===== config.mk =====
export PLATFORM = sky130hd
export DESIGN_NAME = control_sequencer
export DESIGN_NICKNAME = d
export VERILOG_FILES = /design/src/rtl/cpu_ctrl_pkg.sv /design/src/rtl/reg_select.sv /design/src/rtl/control_sequencer.sv
export SDC_FILE = /design/constraint.sdc
export NUM_CORES = 1
export LEC_CHECK = 0
export CORE_ASPECT_RATIO = 2
export CORE_MARGIN = 5
export CORE_UTILIZATION = 35
export CTS_CLUSTER_SIZE = 25
export DETAILED_ROUTE_END_ITERATION = 16
export PLACE_DENSITY = 0.85
export SLEW_MARGIN = 0
export SYNTH_ARGS = -nofsm -noshare
export SYNTH_HDL_FRONTEND = slang
export SYNTH_HIERARCHICAL = 1
export SYNTH_SLANG_ARGS = --single-unit

===== constraint.sdc =====
create_clock -name Clock -period 5.3 [get_ports Clock]
set_clock_uncertainty 0.1 [all_clocks]
set_input_delay 0.53 -clock Clock [delete_from_list [all_inputs] [get_ports Clock]]
set_output_delay 0.53 -clock Clock [all_outputs]
set_load 0.01 [all_outputs]

===== src/rtl/cpu_ctrl_pkg.sv =====
// Shared encodings for the hardwired control sequencer: FSM states, opcodes
// and instruction-field positions.
package cpu_ctrl_pkg;

   typedef enum logic [3:0] {
      S_RST    = 4'd0,
      S_T0     = 4'd1,
      S_T1     = 4'd2,
      S_T1W    = 4'd3,
      S_T2     = 4'd4,
      S_DEC    = 4'd5,
      S_T3     = 4'd6,
      S_T4     = 4'd7,
      S_T5     = 4'd8,
      S_T6     = 4'd9,
      S_HALTED = 4'd10
   } ctrl_state_t;

   localparam logic [4:0] OP_ADD  = 5'b00011;
   localparam logic [4:0] OP_SUB  = 5'b00100;
   localparam logic [4:0] OP_AND  = 5'b00101;
   localparam logic [4:0] OP_OR   = 5'b00110;
   localparam logic [4:0] OP_SHR  = 5'b00111;
   localparam logic [4:0] OP_SHL  = 5'b01000;
   localparam logic [4:0] OP_MUL  = 5'b01010;
   localparam logic [4:0] OP_DIV  = 5'b01011;
   localparam logic [4:0] OP_NOP  = 5'b11010;
   localparam logic [4:0] OP_HALT = 5'b11011;

   localparam int OPC_MSB = 31;
   localparam int OPC_LSB = 27;
   localparam int RA_LSB  = 23;
   localparam int RB_LSB  = 19;
   localparam int RC_LSB  = 15;

   function automatic logic is_rfmt(input logic [4:0] opc);
      case (opc)
         OP_ADD, OP_SUB, OP_AND, OP_OR, OP_SHR, OP_SHL: return 1'b1;
         default:                                       return 1'b0;
      endcase
   endfunction

   function automatic logic is_muldiv(input logic [4:0] opc);
      return (opc == OP_MUL) || (opc == OP_DIV);
   endfunction

   function automatic logic is_defined(input logic [4:0] opc);
      return is_rfmt(opc) || is_muldiv(opc) || (opc == OP_NOP) || (opc == OP_HALT);
   endfunction

endpackage


===== src/rtl/reg_select.sv =====
// Decodes the Ra/Rb/Rc fields of IR into one-hot general-register load and
// bus-drive selects.
module reg_select
   import cpu_ctrl_pkg::*;
#(
   parameter int RSELW = 4,
   parameter int NREGS = 16
) (
   input  logic [31:0]      IR,
   input  logic             Gra,
   input  logic             Grb,
   input  logic             Grc,
   input  logic             Rin_en,
   input  logic             Rout_en,
   output logic [NREGS-1:0] Rin,
   output logic [NREGS-1:0] Rout
);

   logic [RSELW-1:0] ra;
   logic [RSELW-1:0] rb;
   logic [RSELW-1:0] rc;
   logic             unused_ir_bits;

   assign ra = IR[RA_LSB +: RSELW];
   assign rb = IR[RB_LSB +: RSELW];
   assign rc = IR[RC_LSB +: RSELW];

   assign unused_ir_bits = ^{IR[OPC_MSB:OPC_LSB], IR[RC_LSB-1:0]};

   function automatic logic [NREGS-1:0] onehot(input logic [RSELW-1:0] sel);
      logic [NREGS-1:0] v;
      v      = '0;
      v[sel] = 1'b1;
      return v;
   endfunction

   // Field selects are prioritised so Rout can never be multi-hot.
   always_comb begin
      Rin  = '0;
      Rout = '0;
      if (Rin_en && Gra) begin
         Rin = onehot(ra);
      end
      if (Rout_en) begin
         if (Grb) begin
            Rout = onehot(rb);
         end else if (Grc) begin
            Rout = onehot(rc);
         end else if (Gra) begin
            Rout = onehot(ra);
         end
      end
   end

endmodule


===== src/rtl/control_sequencer.sv =====
// Hardwired multi-cycle control unit driving the data_path strobes through
// fetch, decode and execute of ALU, MUL/DIV, NOP and HALT instructions.
module control_sequencer
   import cpu_ctrl_pkg::*;
#(
   parameter int OPW   = 5,
   parameter int RSELW = 4,
   parameter int NREGS = 16
) (
   input  logic             Clock,
   input  logic             clear,
   input  logic [31:0]      IR,
   input  logic             mem_ready,
   output logic             PCout,
   output logic             MDRout,
   output logic             Zhighout,
   output logic             Zlowout,
   output logic             HIout,
   output logic             LOout,
   output logic             PCin,
   output logic             MARin,
   output logic             MDRin,
   output logic             IRin,
   output logic             Yin,
   output logic             ZHighin,
   output logic             Zlowin,
   output logic             HIin,
   output logic             LOin,
   output logic             IncPC,
   output logic             Read,
   output logic [NREGS-1:0] Rin,
   output logic [NREGS-1:0] Rout,
   output logic [OPW-1:0]   op,
   output logic             Run,
   output logic             illegal
);

   ctrl_state_t state;
   ctrl_state_t state_nxt;

   logic [4:0] opc;
   logic       op_rfmt;
   logic       op_md;
   logic       gra;
   logic       grb;
   logic       grc;
   logic       rin_en;
   logic       rout_en;

   assign opc     = IR[OPC_MSB:OPC_LSB];
   assign op_rfmt = is_rfmt(opc);
   assign op_md   = is_muldiv(opc);

   always_ff @(posedge Clock or negedge clear) begin
      if (!clear) begin
         state <= S_RST;
      end else begin
         state <= state_nxt;
      end
   end

   // T1W is the memory-wait half of T1: same strobes, minus the PCin pulse.
   always_comb begin
      state_nxt = state;
      unique case (state)
         S_RST:  state_nxt = S_T0;
         S_T0:   state_nxt = S_T1;
         S_T1:   state_nxt = mem_ready ? S_T2 : S_T1W;
         S_T1W:  state_nxt = mem_ready ? S_T2 : S_T1W;
         S_T2:   state_nxt = S_DEC;
         S_DEC: begin
            if (op_rfmt || op_md) begin
               state_nxt = S_T3;
            end else if (opc == OP_HALT) begin
               state_nxt = S_HALTED;
            end else begin
               state_nxt = S_T0;
            end
         end
         S_T3:     state_nxt = S_T4;
         S_T4:     state_nxt = S_T5;
         S_T5:     state_nxt = op_md ? S_T6 : S_T0;
         S_T6:     state_nxt = S_T0;
         S_HALTED: state_nxt = S_HALTED;
         default:  state_nxt = S_RST;
      endcase
   end

   always_comb begin
      PCout    = 1'b0;
      MDRout   = 1'b0;
      Zhighout = 1'b0;
      Zlowout  = 1'b0;
      HIout    = 1'b0;
      LOout    = 1'b0;
      PCin     = 1'b0;
      MARin    = 1'b0;
      MDRin    = 1'b0;
      IRin     = 1'b0;
      Yin      = 1'b0;
      ZHighin  = 1'b0;
      Zlowin   = 1'b0;
      HIin     = 1'b0;
      LOin     = 1'b0;
      IncPC    = 1'b0;
      Read     = 1'b0;
      op       = '0;
      illegal  = 1'b0;
      gra      = 1'b0;
      grb      = 1'b0;
      grc      = 1'b0;
      rin_en   = 1'b0;
      rout_en  = 1'b0;
      Run      = (state != S_RST) && (state != S_HALTED);
      unique case (state)
         S_T0: begin
            PCout  = 1'b1;
            MARin  = 1'b1;
            IncPC  = 1'b1;
            Zlowin = 1'b1;
            op     = OPW'(OP_ADD);
         end
         S_T1: begin
            Zlowout = 1'b1;
            PCin    = 1'b1;
            Read    = 1'b1;
            MDRin   = 1'b1;
         end
         S_T1W: begin
            Zlowout = 1'b1;
            Read    = 1'b1;
            MDRin   = 1'b1;
         end
         S_T2: begin
            MDRout = 1'b1;
            IRin   = 1'b1;
         end
         S_DEC: begin
            illegal = !is_defined(opc);
         end
         S_T3: begin
            grb     = 1'b1;
            rout_en = 1'b1;
            Yin     = 1'b1;
         end
         S_T4: begin
            grc     = 1'b1;
            rout_en = 1'b1;
            op      = OPW'(opc);
            Zlowin  = 1'b1;
            ZHighin = op_md;
         end
         S_T5: begin
            Zlowout = 1'b1;
            if (op_md) begin
               LOin = 1'b1;
            end else begin
               gra    = 1'b1;
               rin_en = 1'b1;
            end
         end
         S_T6: begin
            Zhighout = 1'b1;
            HIin     = 1'b1;
         end
         default: ;
      endcase
   end

   reg_select #(
      .RSELW (RSELW),
      .NREGS (NREGS)
   ) u_reg_select (
      .IR      (IR),
      .Gra     (gra),
      .Grb     (grb),
      .Grc     (grc),
      .Rin_en  (rin_en),
      .Rout_en (rout_en),
      .Rin     (Rin),
      .Rout    (Rout)
   );

endmodule


# [Word level (Yosys, flattened, before mapping)]
# Cells that the tools add are included.
[totals] regBits=4 elab_cells=80 out_inout_bits=56 input_bits=35
[classes] magnitude_cmp=6 eq_ne=21 n_reduce_logical=18 muxes=34
[ops] op="$mux W16" count=4
[ops] op="$pmux W4 S9" count=1
[ops] op="$mux W1" count=21
[ops] op="$eq A5 B3 Y1 const B" count=4
[ops] op="$eq A4 B3 Y1 const B" count=4
[ops] op="$eq A5 B4 Y1 const B" count=3
[ops] op="$lt A4 B5 Y1 const B" count=3
[ops] op="$demux W1 S4" count=3
[ops] op="$eq A4 B4 Y1 const B" count=3
[ops] op="$ge A4 B1 Y1 const B" count=3
[ops] op="$mux W4" count=3
[ops] op="$eq A5 B5 Y1 const B" count=2
[ops] op="$pmux W5 S2" count=1
[ops] op="$eq A4 B2 Y1 const B" count=2
[ops] op="$reduce_or A2 Y1" count=4
[ops] op="$reduce_or A6 Y1" count=1
[ops] op="$eq A5 B2 Y1 const B" count=1
[ops] op="$logic_or A1 B1 Y1" count=5
[ops] op="$eq A4 B1 Y1 const B" count=1
[ops] op="$logic_and A1 B1 Y1" count=4
[ops] op="$logic_not A4 Y1" count=1
[ops] op="$ne A4 B4 Y1 const B" count=1
[ops] op="$reduce_bool A4 Y1" count=1
[ops] op="$mux W3" count=1
[ops] op="other kinds (2)" count=2

# [Depth between registers and ports, before layout]
[logic_depth] depth_word=9 mapped_depth=7 depth_no_buf=6

# [By module]
# Netlist, hierarchy kept.
[by_module_without_submodules] mod="reg_select" instances=1 area_each_um2=619.3 seq_area_each_um2=0.0 cells_each=98
[by_module_without_submodules] mod="control_sequencer" instances=1 area_each_um2=520.5 seq_area_each_um2=100.1 cells_each=74

# [Worst setup path before layout]
# No wires, ideal clock.
[synth_timing] path_kind="register -> output" start="register state[0]" end="output port Rin[12]" stages_incl_launch_ff=5 required_time_ns=4.670 t_arrival_ns=2.178 path_buffers=1 setup_slack_ns=2.492 cell_sequence="dfrtp_1 -> clkbuf_1 -> nor4_1 -> nand4_1 -> nor3_1"
[synth_between] elab_chain_len=3
[synth_lines] element="start, declared" line_no="control_sequencer.sv:38" text="ctrl_state_t state;"
[synth_lines] element="start signal, assigned" line_no="control_sequencer.sv:58" text="state <= state_nxt;"
[synth_lines] element="$eq A4 B4 Y1" line_no="control_sequencer.sv:115" text="unique case (state)"
[synth_lines] element="$mux W1" line_no="control_sequencer.sv:115"
[synth_lines] element="via gra" line_no="control_sequencer.sv:44" text="logic gra;"
[synth_lines] element="$mux W16" line_no="reg_select.sv:41" text="if (Rin_en && Gra) begin"
[synth_lines] element="end, declared" line_no="control_sequencer.sv:31" text="output logic [NREGS-1:0] Rin,"
# The timed path passes the listed nets, and every way through them passes these cells.

# [Final worst setup path]
[layout_timing] start="register state[2]" end="output port Rout[2]"
[layout_between] elab_chain_len=6 elab_cells_between_ends=12 classes_between="3 x eq/ne; 8 x mux; 1 x reduce/logical"
[layout_lines] element="$eq A4 B4 Y1" line_no="control_sequencer.sv:115"
[layout_lines] element="$mux W1" line_no="control_sequencer.sv:115"
[layout_lines] element="$mux W16"
[layout_lines] element="$mux W16" line_no="reg_select.sv:47" text="end else if (Grc) begin"
[layout_lines] element="$mux W16" line_no="reg_select.sv:45" text="if (Grb) begin"
[layout_lines] element="$mux W16 *" line_no="reg_select.sv:44" text="if (Rout_en) begin"
[layout_lines] element="end, declared" line_no="control_sequencer.sv:32" text="output logic [NREGS-1:0] Rout,"
# Every way passes the cells marked *; elsewhere a longest branch is shown, timed or not.

==> impl_metrics.py <==
metrics = {
    "cts": {
        "cts_tree": "yes",
        "clock_tree.root_cell": "clkbuf_8",
        "clock_sinks": 4,
        "htreeDepth": 1,
        "numCtsBuffers": 3,
        "clk_pin_slew_ns": 0.03,
        "clock_path_buffers": 2,
        "clk_latency_ns": 0.22,
        "ctsResizeCount": 0,
        "hold_buffers": 0,
        "post_cts_buffers": 0,
    },
    "yosys": {
        "synth_area_per_cell_sq_um": 6.63,
        "yosysSeqAreaShare_pct": 8.78,
        "ys_warn_count": 6,
        "synth_seq_cells": 4,
        "synth_compound_area_share_pct": 19.4,
        "synth.area.mux_share_pct": 2.31,
        "synthesis.area_sq_um": 1140,
        "synth_top_family_by_area": "simple AND/OR/NAND/NOR gates",
        "netlist_instances": 172,
        "synthAdderAreaFrac_pct": 0,
        "yosysTopAreaCell": "nand2_1",
        "synthXorXnorAreaFrac_pct": 0,
        "async_flop_share_pct": 100,
        "synth_cell_types": 44,
        "synthSimpleGateAreaFrac_pct": 60.4,
        "synthFlopType": "dfrtp_1",
        "synth.top_cell.area_share_pct": 10.9,
        "synthTopCellsByArea": "nand2_1 11%, a22oi_1 9.9%, dfrtp_1 8.8%",
        "synth_edf_count": 0,
    },
    "floorplanning": {
        "core_sq_um": 3160,
        "initial_core_util_pct": 36.1,
        "ioPinCount": 91,
        "die_area_sq_um": 4570,
        "die_w_um": 50.4,
        "dieHeight_um": 90.7,
        "rows": 29,
    },
    "final_layout": {
        "fill_cells": 291,
        "multiInputGateArea_sq_um": 943,
        "regMostFlops": "state",
        "stdcell_count": 266,
        "n_antenna_cell": 0,
        "regArea_sq_um": 100,
        "final_nets": 272,
        "drive_gt1_share_pct": 5.96,
        "fin_util_pct": 59.3,
        "mostFrequentLayoutCell": "clkdlybuf4s50_1",
        "postLayoutCellArea_sq_um": 1870,
        "largest_reg_flops": 4,
        "final_cell_mix": "73 x clkdlybuf4s50_1, 33 x nand2_1, 25 x nor2_1",
        "area_growth_pct": 64.3,
        "reg_top3": "state: 4 flops",
    },
    "power": {
        "power.leakage_nw": 0.758,
        "total_power_mw": 0.487,
        "power_density_nw_per_um2": 260,
        "peakVddDrop_mv": 0.264,
    },
    "worst_setup_path": {
        "path_max_fanout": 16,
        "start_kind": "register",
        "worstSetupEndpointType": "output port",
        "arrival_ns": 3.22,
        "r2r_setup_slack_ns": 3.07,
        "timing.rr.end": "state[1]$_DFF_PN0_",
        "worstSetupPathType": "reg2out",
        "rr_startpoint": "state[2]$_DFF_PN0_",
        "worstPathRequired_ns": 4.67,
        "reg2reg_depth": 3,
    },
    "sta": {
        "fin_setup_tns_ns": 0,
        "setup_viol": 0,
        "layout_setup_ws_ns": 1.45,
        "hold_violations": 0,
        "whs_ns": 0.413,
        "tightest_slew_ns": 1.29,
        "clock.fmax_mhz": 260,
        "fin_crit_sh_pct": 72.6,
        "grt_setup_unrepaired": "false",
        "drv_slew": 0,
        "fin_crit_ns": 3.85,
        "relSlewSlack_pct": 13.5,
    },
    "grt": {
        "grt-ovfl-total": 0,
        "track_usage_pct": 15.6,
        "grt_pass1_vias": 1405,
        "grt_pass1_wl_um": 6070,
        "antenna_found_initial": 0,
        "grt_max_degree": 17,
    },
    "min_path": {
        "min_path_type": "in2async",
    },
    "route": {
        "drc": 0,
        "drt_iter0_markers": 36,
        "routed_wl_um": 3800,
        "via_per_inst": 5.60,
        "ant_nets": 0,
        "wl_per_cell_um": 14.3,
        "num_vias": 1489,
        "drt_first_pass_iters": 4,
    },
    "placed_design": {
        "dpl.hpwl_um": 3090,
        "gp_congestion": 0.858,
        "post_dp_cell_area_sq_um": 1830,
        "placedCellCount": 263,
        "dpl_worst_slack_ns": 1.71,
        "port_buffers": 73,
    },
    "run": {
        "max_cap_viol_count": 0,
    },
    "status": {
        "status": "complete, no violations",
    },
}
final cells by class:
type                    count  area share [%]
multi-input cells         151            50.4
repair buffers             74            39.4
flip-flops and latches      4            5.34
clock buffers               3            2.20
well taps                  31            2.07
inverters                   3           0.601
logic make-up after synthesis:
| family | after synthesis |
|---|---|
| AOI/OAI and AO/OA | 29 |
| buffers and inverters | 18 |
| DFF | 4 |
| muxes | 2 |
| other | 1 |
| and+or+nand+nor | 118 |
synth_stat cells, types with 3 or more instances:
cell      instances
nand2_1          33
nor2_1           25
a22oi_1          15
nor3_1           10
buf_4             7
and4b_1           6
and4bb_1          6
nand3_1           6
buf_2             5
nand2b_1          5
a21oi_1           4
and2_1            4
dfrtp_1           4
clkbuf_1          3
nor2b_1           3
nor4b_2           3
critical path, cell delays in order, from the launching register on:
cell,delay (ns)
dfrtp_1,0.61
nand2_1,0.20
nor3_1,1.02
and4b_1,0.42
a22oi_1,0.09
nand2_1,0.10
clkdlybuf4s50_1,0.54
worst max-delay path by stage:
stage	startpoint	endpoint	slack [ns]	depth (start not counted)
after floorplan	state[0]$_DFF_PN0_	Rin[12]	2.49	4
after global placement	state[2]$_DFF_PN0_	Rout[1]	1.77	6
after detailed placement	state[2]$_DFF_PN0_	Rout[2]	1.71	6
after CTS	state[2]$_DFF_PN0_	Rout[2]	1.49	6
after global routing	state[2]$_DFF_PN0_	Rout[8]	1.21	6
final	state[2]$_DFF_PN0_	Rout[2]	1.45	6
power breakdown:
part           switching, mW  internal (mW)  leakage (nW)
Clock                 0.0171         0.0485        0.0216
Combinational          0.157          0.177         0.686
Sequential            0.0435         0.0438        0.0507
routing by layer:
layer | global-route usage (%) | up-vias | share of wire [%]
li1 | - | 755 | -
met1 | 16.2 | 668 | 37
met2 | 28.6 | 60 | 55
met3 | 2.81 | 6 | 6.8
met4 | 6.82 | 0 | 1.4
met5 | 0 | - | 0
(Power assumes the default switching activity.)
